### config.mk
export PLATFORM = sky130hd
export DESIGN_NAME = video_timing_gen
export DESIGN_NICKNAME = d
export VERILOG_FILES = /design/src/rtl/video_timing_gen.sv
export SDC_FILE = /design/constraint.sdc
export NUM_CORES = 1
export LEC_CHECK = 0
export CAP_MARGIN = 20
export CELL_PAD_IN_SITES_DETAIL_PLACEMENT = 1
export CELL_PAD_IN_SITES_GLOBAL_PLACEMENT = 2
export CORE_ASPECT_RATIO = 1.2
export CORE_UTILIZATION = 32
export DETAILED_ROUTE_END_ITERATION = 12
export PLACE_DENSITY = 0.83
export RECOVER_POWER = 25
export SKIP_LAST_GASP = 1
export SYNTH_ARGS = -nofsm -noshare
export SYNTH_HDL_FRONTEND = slang
export SYNTH_SLANG_ARGS = --single-unit
### constraint.sdc
create_clock -name clk_pix -period 2.1 [get_ports clk_pix]
set_clock_uncertainty 0.1 [all_clocks]
set_input_delay 0.42 -clock clk_pix [delete_from_list [all_inputs] [get_ports clk_pix]]
set_output_delay 0.42 -clock clk_pix [all_outputs]
set_load 0.05 [all_outputs]
### src/rtl/video_timing_gen.sv
// Raster timing generator for the 1280x720@60Hz CVT-RBv2 HDMI path.
// It runs in the pixel clock domain. It produces a pixel-request stream for the
// frame-buffer/tile renderer. It also produces de/hsync/vsync for the TMDS encoder.
// Those video outputs trail the request stream by PIX_LEAD cycles.
//
// Ports:
//   clk_pix     - pixel clock
//   srst_n      - asynchronous active-low reset
//   run         - enable; low holds the raster idle at the origin
//   pix_req     - pixel fetch request for (pix_x, pix_y)
//   pix_x/pix_y - requested column/row; zero while pix_req is low
//   frame_start - one-cycle pulse with the request for (0,0)
//   de          - data enable, PIX_LEAD cycles after the matching pix_req
//   hsync/vsync - sync outputs, aligned with de
module video_timing_gen #(
  parameter int unsigned H_ACTIVE = 1280,
  parameter int unsigned H_FRONT  = 8,
  parameter int unsigned H_SYNC   = 32,
  parameter int unsigned H_BACK   = 40,
  parameter int unsigned V_ACTIVE = 720,
  parameter int unsigned V_FRONT  = 7,
  parameter int unsigned V_SYNC   = 8,
  parameter int unsigned V_BACK   = 6,
  parameter logic        HS_POL   = 1'b1,
  parameter logic        VS_POL   = 1'b0,
  parameter int unsigned PIX_LEAD = 2
) (
  input  logic        clk_pix,
  input  logic        srst_n,
  input  logic        run,
  output logic        pix_req,
  output logic [10:0] pix_x,
  output logic [9:0]  pix_y,
  output logic        frame_start,
  output logic        de,
  output logic        hsync,
  output logic        vsync
);

  localparam int unsigned H_TOTAL = H_ACTIVE + H_FRONT + H_SYNC + H_BACK;
  localparam int unsigned V_TOTAL = V_ACTIVE + V_FRONT + V_SYNC + V_BACK;

  if (H_TOTAL > 2047) begin : g_bad_htotal
    $error("video_timing_gen: H_TOTAL exceeds the 11-bit counter");
  end
  if (V_TOTAL > 1023) begin : g_bad_vtotal
    $error("video_timing_gen: V_TOTAL exceeds the 10-bit counter");
  end
  if (PIX_LEAD > 7) begin : g_bad_lead
    $error("video_timing_gen: PIX_LEAD must be 0..7");
  end

  localparam logic [10:0] HA       = 11'(H_ACTIVE);
  localparam logic [10:0] HS_START = 11'(H_ACTIVE + H_FRONT);
  localparam logic [10:0] HS_END   = 11'(H_ACTIVE + H_FRONT + H_SYNC);
  localparam logic [10:0] H_LAST   = 11'(H_TOTAL - 1);
  localparam logic [9:0]  VA       = 10'(V_ACTIVE);
  localparam logic [9:0]  VS_START = 10'(V_ACTIVE + V_FRONT);
  localparam logic [9:0]  VS_END   = 10'(V_ACTIVE + V_FRONT + V_SYNC);
  localparam logic [9:0]  V_LAST   = 10'(V_TOTAL - 1);

  logic [10:0] hcnt_q;
  logic [9:0]  vcnt_q;

  // Raster counters; run low parks them at the origin.
  always_ff @(posedge clk_pix or negedge srst_n) begin
    if (!srst_n) begin
      hcnt_q <= '0;
      vcnt_q <= '0;
    end else if (!run) begin
      hcnt_q <= '0;
      vcnt_q <= '0;
    end else if (hcnt_q == H_LAST) begin
      hcnt_q <= '0;
      vcnt_q <= (vcnt_q == V_LAST) ? 10'd0 : vcnt_q + 10'd1;
    end else begin
      hcnt_q <= hcnt_q + 11'd1;
    end
  end

  logic active;
  logic hs_lvl;
  logic vs_lvl;

  always_comb begin
    active = (hcnt_q < HA) && (vcnt_q < VA);
    hs_lvl = ((hcnt_q >= HS_START) && (hcnt_q < HS_END)) ? HS_POL : ~HS_POL;
    // vcnt only moves on the line wrap, so vsync edges land on hcnt = 0.
    vs_lvl = ((vcnt_q >= VS_START) && (vcnt_q < VS_END)) ? VS_POL : ~VS_POL;
  end

  // Request stage. The sync levels are registered here too, so the video
  // pipeline starts exactly aligned with pix_req.
  logic hs_req_q;
  logic vs_req_q;

  always_ff @(posedge clk_pix or negedge srst_n) begin
    if (!srst_n) begin
      pix_req     <= 1'b0;
      pix_x       <= '0;
      pix_y       <= '0;
      frame_start <= 1'b0;
      hs_req_q    <= ~HS_POL;
      vs_req_q    <= ~VS_POL;
    end else if (!run) begin
      pix_req     <= 1'b0;
      pix_x       <= '0;
      pix_y       <= '0;
      frame_start <= 1'b0;
      hs_req_q    <= ~HS_POL;
      vs_req_q    <= ~VS_POL;
    end else begin
      pix_req     <= active;
      pix_x       <= active ? hcnt_q : 11'd0;
      pix_y       <= active ? vcnt_q : 10'd0;
      frame_start <= (hcnt_q == 11'd0) && (vcnt_q == 10'd0);
      hs_req_q    <= hs_lvl;
      vs_req_q    <= vs_lvl;
    end
  end

  // Video delay pipeline. It keeps shifting while run is low, so the outputs
  // drain to idle behind the request stage.
  if (PIX_LEAD == 0) begin : g_no_lead
    assign de    = pix_req;
    assign hsync = hs_req_q;
    assign vsync = vs_req_q;
  end else begin : g_lead
    logic [PIX_LEAD-1:0] de_pipe_q;
    logic [PIX_LEAD-1:0] hs_pipe_q;
    logic [PIX_LEAD-1:0] vs_pipe_q;

    always_ff @(posedge clk_pix or negedge srst_n) begin
      if (!srst_n) begin
        de_pipe_q <= '0;
        hs_pipe_q <= {PIX_LEAD{~HS_POL}};
        vs_pipe_q <= {PIX_LEAD{~VS_POL}};
      end else begin
        de_pipe_q[0] <= pix_req;
        hs_pipe_q[0] <= hs_req_q;
        vs_pipe_q[0] <= vs_req_q;
        for (int i = 1; i < int'(PIX_LEAD); i++) begin
          de_pipe_q[i] <= de_pipe_q[i-1];
          hs_pipe_q[i] <= hs_pipe_q[i-1];
          vs_pipe_q[i] <= vs_pipe_q[i-1];
        end
      end
    end

    assign de    = de_pipe_q[PIX_LEAD-1];
    assign hsync = hs_pipe_q[PIX_LEAD-1];
    assign vsync = vs_pipe_q[PIX_LEAD-1];
  end

endmodule

Word-level counts from Yosys, hierarchy flattened
Cells that the tools add are included.

Add/subtract/negate cells: 2. Reduce and logical (&&, ||, !) cells: 6. Multiplexer cells: 15. $lt $le $gt $ge: 6. Eq/ne operators: 3.

Operator list (number): $mux W10 (5); $mux W11 (4); $lt A11 B11 Y1 const B (2); $lt A10 B10 Y1 const B (2); $add A11 B1 Y11 const B (1); $eq A11 B11 Y1 const B (1); $ge A11 B11 Y1 const B (1); $logic_not A11 Y1 (1); $add A10 B1 Y10 const B (1); $eq A10 B10 Y1 const B (1); $ge A10 B10 Y1 const B (1); $logic_not A10 Y1 (1); $mux W1 (6); $logic_and A1 B1 Y1 (4); $ne A2 B1 Y1 const B (1).

Bits in registers: 52. Input bits: 3. Logic and storage cells: 43.

Depth between registers and ports, before layout
Word-level depth: 4. Depth in mapped cells: 6. Depth with buffers taken out: 5.

Worst setup path after synthesis
No wires, ideal clock.

Kind: register -> register. Start point: register hcnt_q[5]. End point: register vcnt_q[2]. Setup slack: 0.017 ns. Cell stages (with the launch flop): 6. Setup time: 0.143 ns. Arrival time: 1.840 ns. Cells stage by stage: dfrtp_1 > buf_6 > or4b_4 > or3_2 > o21ai_0 > a21oi_1.

Word-level cells in the longest chain between the ends: 2.

Ends and longest elaborated chain: start, declared (RTL line 62) `logic [10:0] hcnt_q;`; start signal, assigned (RTL line 77) `hcnt_q <= hcnt_q + 11'd1;`; $eq A11 B11 Y1 (RTL line 73) `end else if (hcnt_q == H_LAST) begin`; $ne A2 B1 Y1 (no line); end signal, assigned (RTL line 75) `vcnt_q <= (vcnt_q == V_LAST) ? 10'd0 : vcnt_q + 10'd1;`; end, declared (RTL line 63) `logic [9:0] vcnt_q;`.

Every way passes these cells. A chain may end at the register's enable or synchronous reset.

Worst setup path after layout
Start point: register hcnt_q[5]. End point: register vcnt_q[4].

The elaborated chain is that of the path after synthesis.

==> results.txt <==
Share of flip-flops with an asynchronous set or reset after synthesis: 100%. The number of library cell types mapped by synthesis came out at 39. The layout filler cell count is 738, and the data arrival time at the worst-slack endpoint is 2.22 ns. The worst-case headroom to the max-slew limit came out at 0.501%. The highest ir drop seen on vdd is 0.349 mV, and the starting density of the core is 33.4%.

The actual slew at the worst max-slew pin was 1.49 ns. The floorplan step set the die width to 77.2 um. In the global route stage, met3 resource usage came out at 2.99%.

In the global route stage, met1 resource usage came out at 19.7%. Setup violations remaining at the end of the flow were counted as 0. The tightest min-delay check is of the flip-flop to flip-flop type. Data on the critical path is required at its endpoint by 2.24 ns.

Final routed DRC violation total: 0. The clock tree synthesis step divided the H-tree into 2 levels. The floorplan has 32 rows. The average instance in the mapped netlist occupies 11.1 um2. Entering global routing, the biggest net connects 28 pins. The number of antenna violations at the first check in global routing is 0, and the final number of hold-violating endpoints is 0. In this run the critical register-to-register path is captured at vcnt_q[4]$_DFFE_PN0P_.

The synthesized design contains 0 enable-type register cells. After legalization and detailed placement, the total HPWL measured 3.60 mm. At the later pin of the worst-skew pair, clock insertion delay measures 0.30 ns. The final critical delay including setup and external delays works out to 2.08 ns. After synthesis the cells add up to 2170 um2. Startpoint of the lowest-slack hold path: g_lead.hs_pipe_q[0]$_DFF_PN0_. The logic depth of the worst register-to-register path works out to 5. Dividing total power by cell area gives a power density of 650 nW/um2. The logs give 195 for the number of instances in the synthesized netlist and 60.1% for the sequential-to-total area share from yosys stat. The post-synthesis sequential element count was 52. Via-per-instance ratio: 4.87.

The first-pass GRT wire length was 8.54 mm; the number of max-cap violations was 1. The clock passes through at most 2 buffers. The clock drives 52 sinks. Clock-pin slew was measured on the worst setup and hold paths at 0.09 ns.

In the layout the commonest cells are dfrtp_1, clkdlybuf4s50_1, buf_4. The tools report the post-route antenna net violation count as 0. The total count of max-transition violations in the final report was 0; the count of input and output buffers was 28. After floorplanning, the core was sized to cover 6490 um2. The tools report the kind of end point of the critical path as a flip-flop. Yosys attributes the largest share of cell area to dfrtp_1, and2_1, dfstp_2. The static leakage was 1.23 nW; the die span in y was 92.2 um. During I/O placement, the number of pins put on the boundary was 29. The sum of overflow across all layers after global routing was 0; the total instance count after detailed placement was 321. Net count after synthesis: 202.

The run finished, with violations left. The tools report the cell at the root of the clock tree as clkbuf_8. The congestion estimate from routability-driven global placement came to 0.818.

After synthesis, the largest area contributor takes up 56.5% of total cell area. After the first detailed-routing iteration, the DRC count stood at 64. TritonCTS built the clock tree. The setup path with the least slack is of type flip-flop to flip-flop. For this run, global-route usage on met2 was measured as 26.0%. Cells fill 43.1% of the core in the end. The antenna diode count came out at 0. Based on the critical path, the design can be clocked at up to 480 MHz.

Along the worst path, the maximum fanout reaches 8. The checks that failed: capacitance limit. The cell type with the largest total area after synthesis is dfrtp_1. The critical path starts at hcnt_q[5]$_DFF_PN0_. The total number of vias is 1602. The detail-routed net length per standard cell came out at 15.4 um.

The path with the worst hold slack has its endpoint at g_lead.hs_pipe_q[1]$_DFF_PN0_. In this run the critical register-to-register path is launched from hcnt_q[5]$_DFF_PN0_. Buffers inserted during clock tree synthesis total 5.

Global routing used 15.7% of the available tracks across all layers. The pre-antenna-repair detailed-routing pass consisted of 4 iterations. The library cell used most frequently in the layout, excluding fill and tap cells, is dfrtp_1. Leaving out filler cells and counting taps, the final layout contains 329. The area growth from synthesis to layout is 28.9%.

Setup repair after global routing could not meet its margin everywhere. The worst-case register-to-register setup slack was 0.02 ns. The post-layout net count is 250.

For this block, the routed nets add up to 5.06 mm of wire. Cells with a size suffix above 1 make up 16.0% of the layout. The multi-input combinational cells in the finished layout cover a total of 817 um2.

The die covers 7110 um2. The post-route fraction of the period consumed by the critical path is 99.1%. met2 is the most crowded layer. The worst hold path was traced through 0 stages. Summing all flip-flop and latch instances after layout gives 1310 um2.

The critical path launch point type is a flip-flop. Adding up every negative setup slack in the final design gives 0 ns. Most used flip-flop cell after synthesis: dfrtp_1.

The via count of the first global-routing pass is 1686, and the count of yosys warnings during synthesis is 0.
layer usage:
layer | vias up | share of wire [%]
met5 | - | 0
met3 | 9 | 2.5
met1 | 786 | 46
li1 | 770 | -
met2 | 37 | 49
met4 | 0 | 2.5
Yosys cell counts (all sizes together) (5+ instances only):
library cell / instances
nand4: 6
or3: 6
dfrtp: 49
nand2: 11
and2: 19
inv: 6
xor2: 6
nor2: 15
nor3: 8
o21ai: 8
xnor2: 5
a21oi: 5
nand3: 11
per-stage QoR:
stage	instance area, um2	hold slack [ns]	power, W	setup slack [ns]
CTS	2780	0.0326	0.00184	0.0154
detailed placement	2670	0.240	0.00116	0.00993
floorplan	2170	0.0244	0.00109	0.0169
global route	2800	0.265	0.00189	-0.0549
finish	2800	0.259	0.00182	0.0180
global placement	2670	0.236	0.00116	0.0482
logic make-up (layout without fill, tap and decap cells):
family,count (synthesis),after routing,share of synthesized area [%]
simple gates,91,91,23.6
flops,52,52,60.2
compound gates,24,24,6.75
buf+inv,13,62,2.77
xor+xnor,11,11,4.44
fa+ha+maj,4,4,2.31
worst max-delay path, stage by stage (launching register included):
cell,delay (ns)
dfrtp_1,0.38
or4b_4,0.55
o31a_1,0.36
buf_6,0.15
or3_4,0.36
a21oi_2,0.11
cell type report:
class	count	share of cell area [%]
clock buffer	6	2.60
tap	85	3.80
timing repair buffer	48	15.7
multi-input combinational	130	29.2
inverter	6	0.805
clock inverter	2	1.25
sequential	52	46.7
repair_timing:
action,4_1_cts,5_1_grt
gates resized for setup,0,4
hold buffers,0,0
setup endpoints to repair,0,4
buffers inserted,0,0
sequential cells by signal, summed over array words and instances (netlist names):
signal            cells
hcnt_q               11
pix_x                11
pix_y                10
vcnt_q               10
g_lead.de_pipe_q      2
g_lead.hs_pipe_q      2
g_lead.vs_pipe_q      2
frame_start           1
hs_req_q              1
pix_req               1
vs_req_q              1
power by group:
| part | switching [W] | internal [W] | total, W |
|---|---|---|---|
| clock | 0.000322 | 0.000354 | 0.000676 |
| combinational | 0.0000809 | 0.0000430 | 0.000124 |
| sequential | 0.00000616 | 0.00101 | 0.00102 |
| total | 0.000409 | 0.00141 | 0.00182 |
how the worst max path moves through the flow:
| stage | end | slack [ns] | depth (start not counted) |
|---|---|---|---|
| floorplan | vcnt_q[2]$_DFFE_PN0P_ | 0.02 | 5 |
| global placement | pix_y[5]$_DFF_PN0_ | 0.05 | 6 |
| detailed placement | pix_y[9]$_DFF_PN0_ | 0.01 | 6 |
| CTS | vcnt_q[3]$_DFFE_PN0P_ | 0.02 | 5 |
| global route | vcnt_q[4]$_DFFE_PN0P_ | -0.05 | 5 |
| finish | vcnt_q[4]$_DFFE_PN0P_ | 0.02 | 5 |
(Power assumes the default switching activity.)
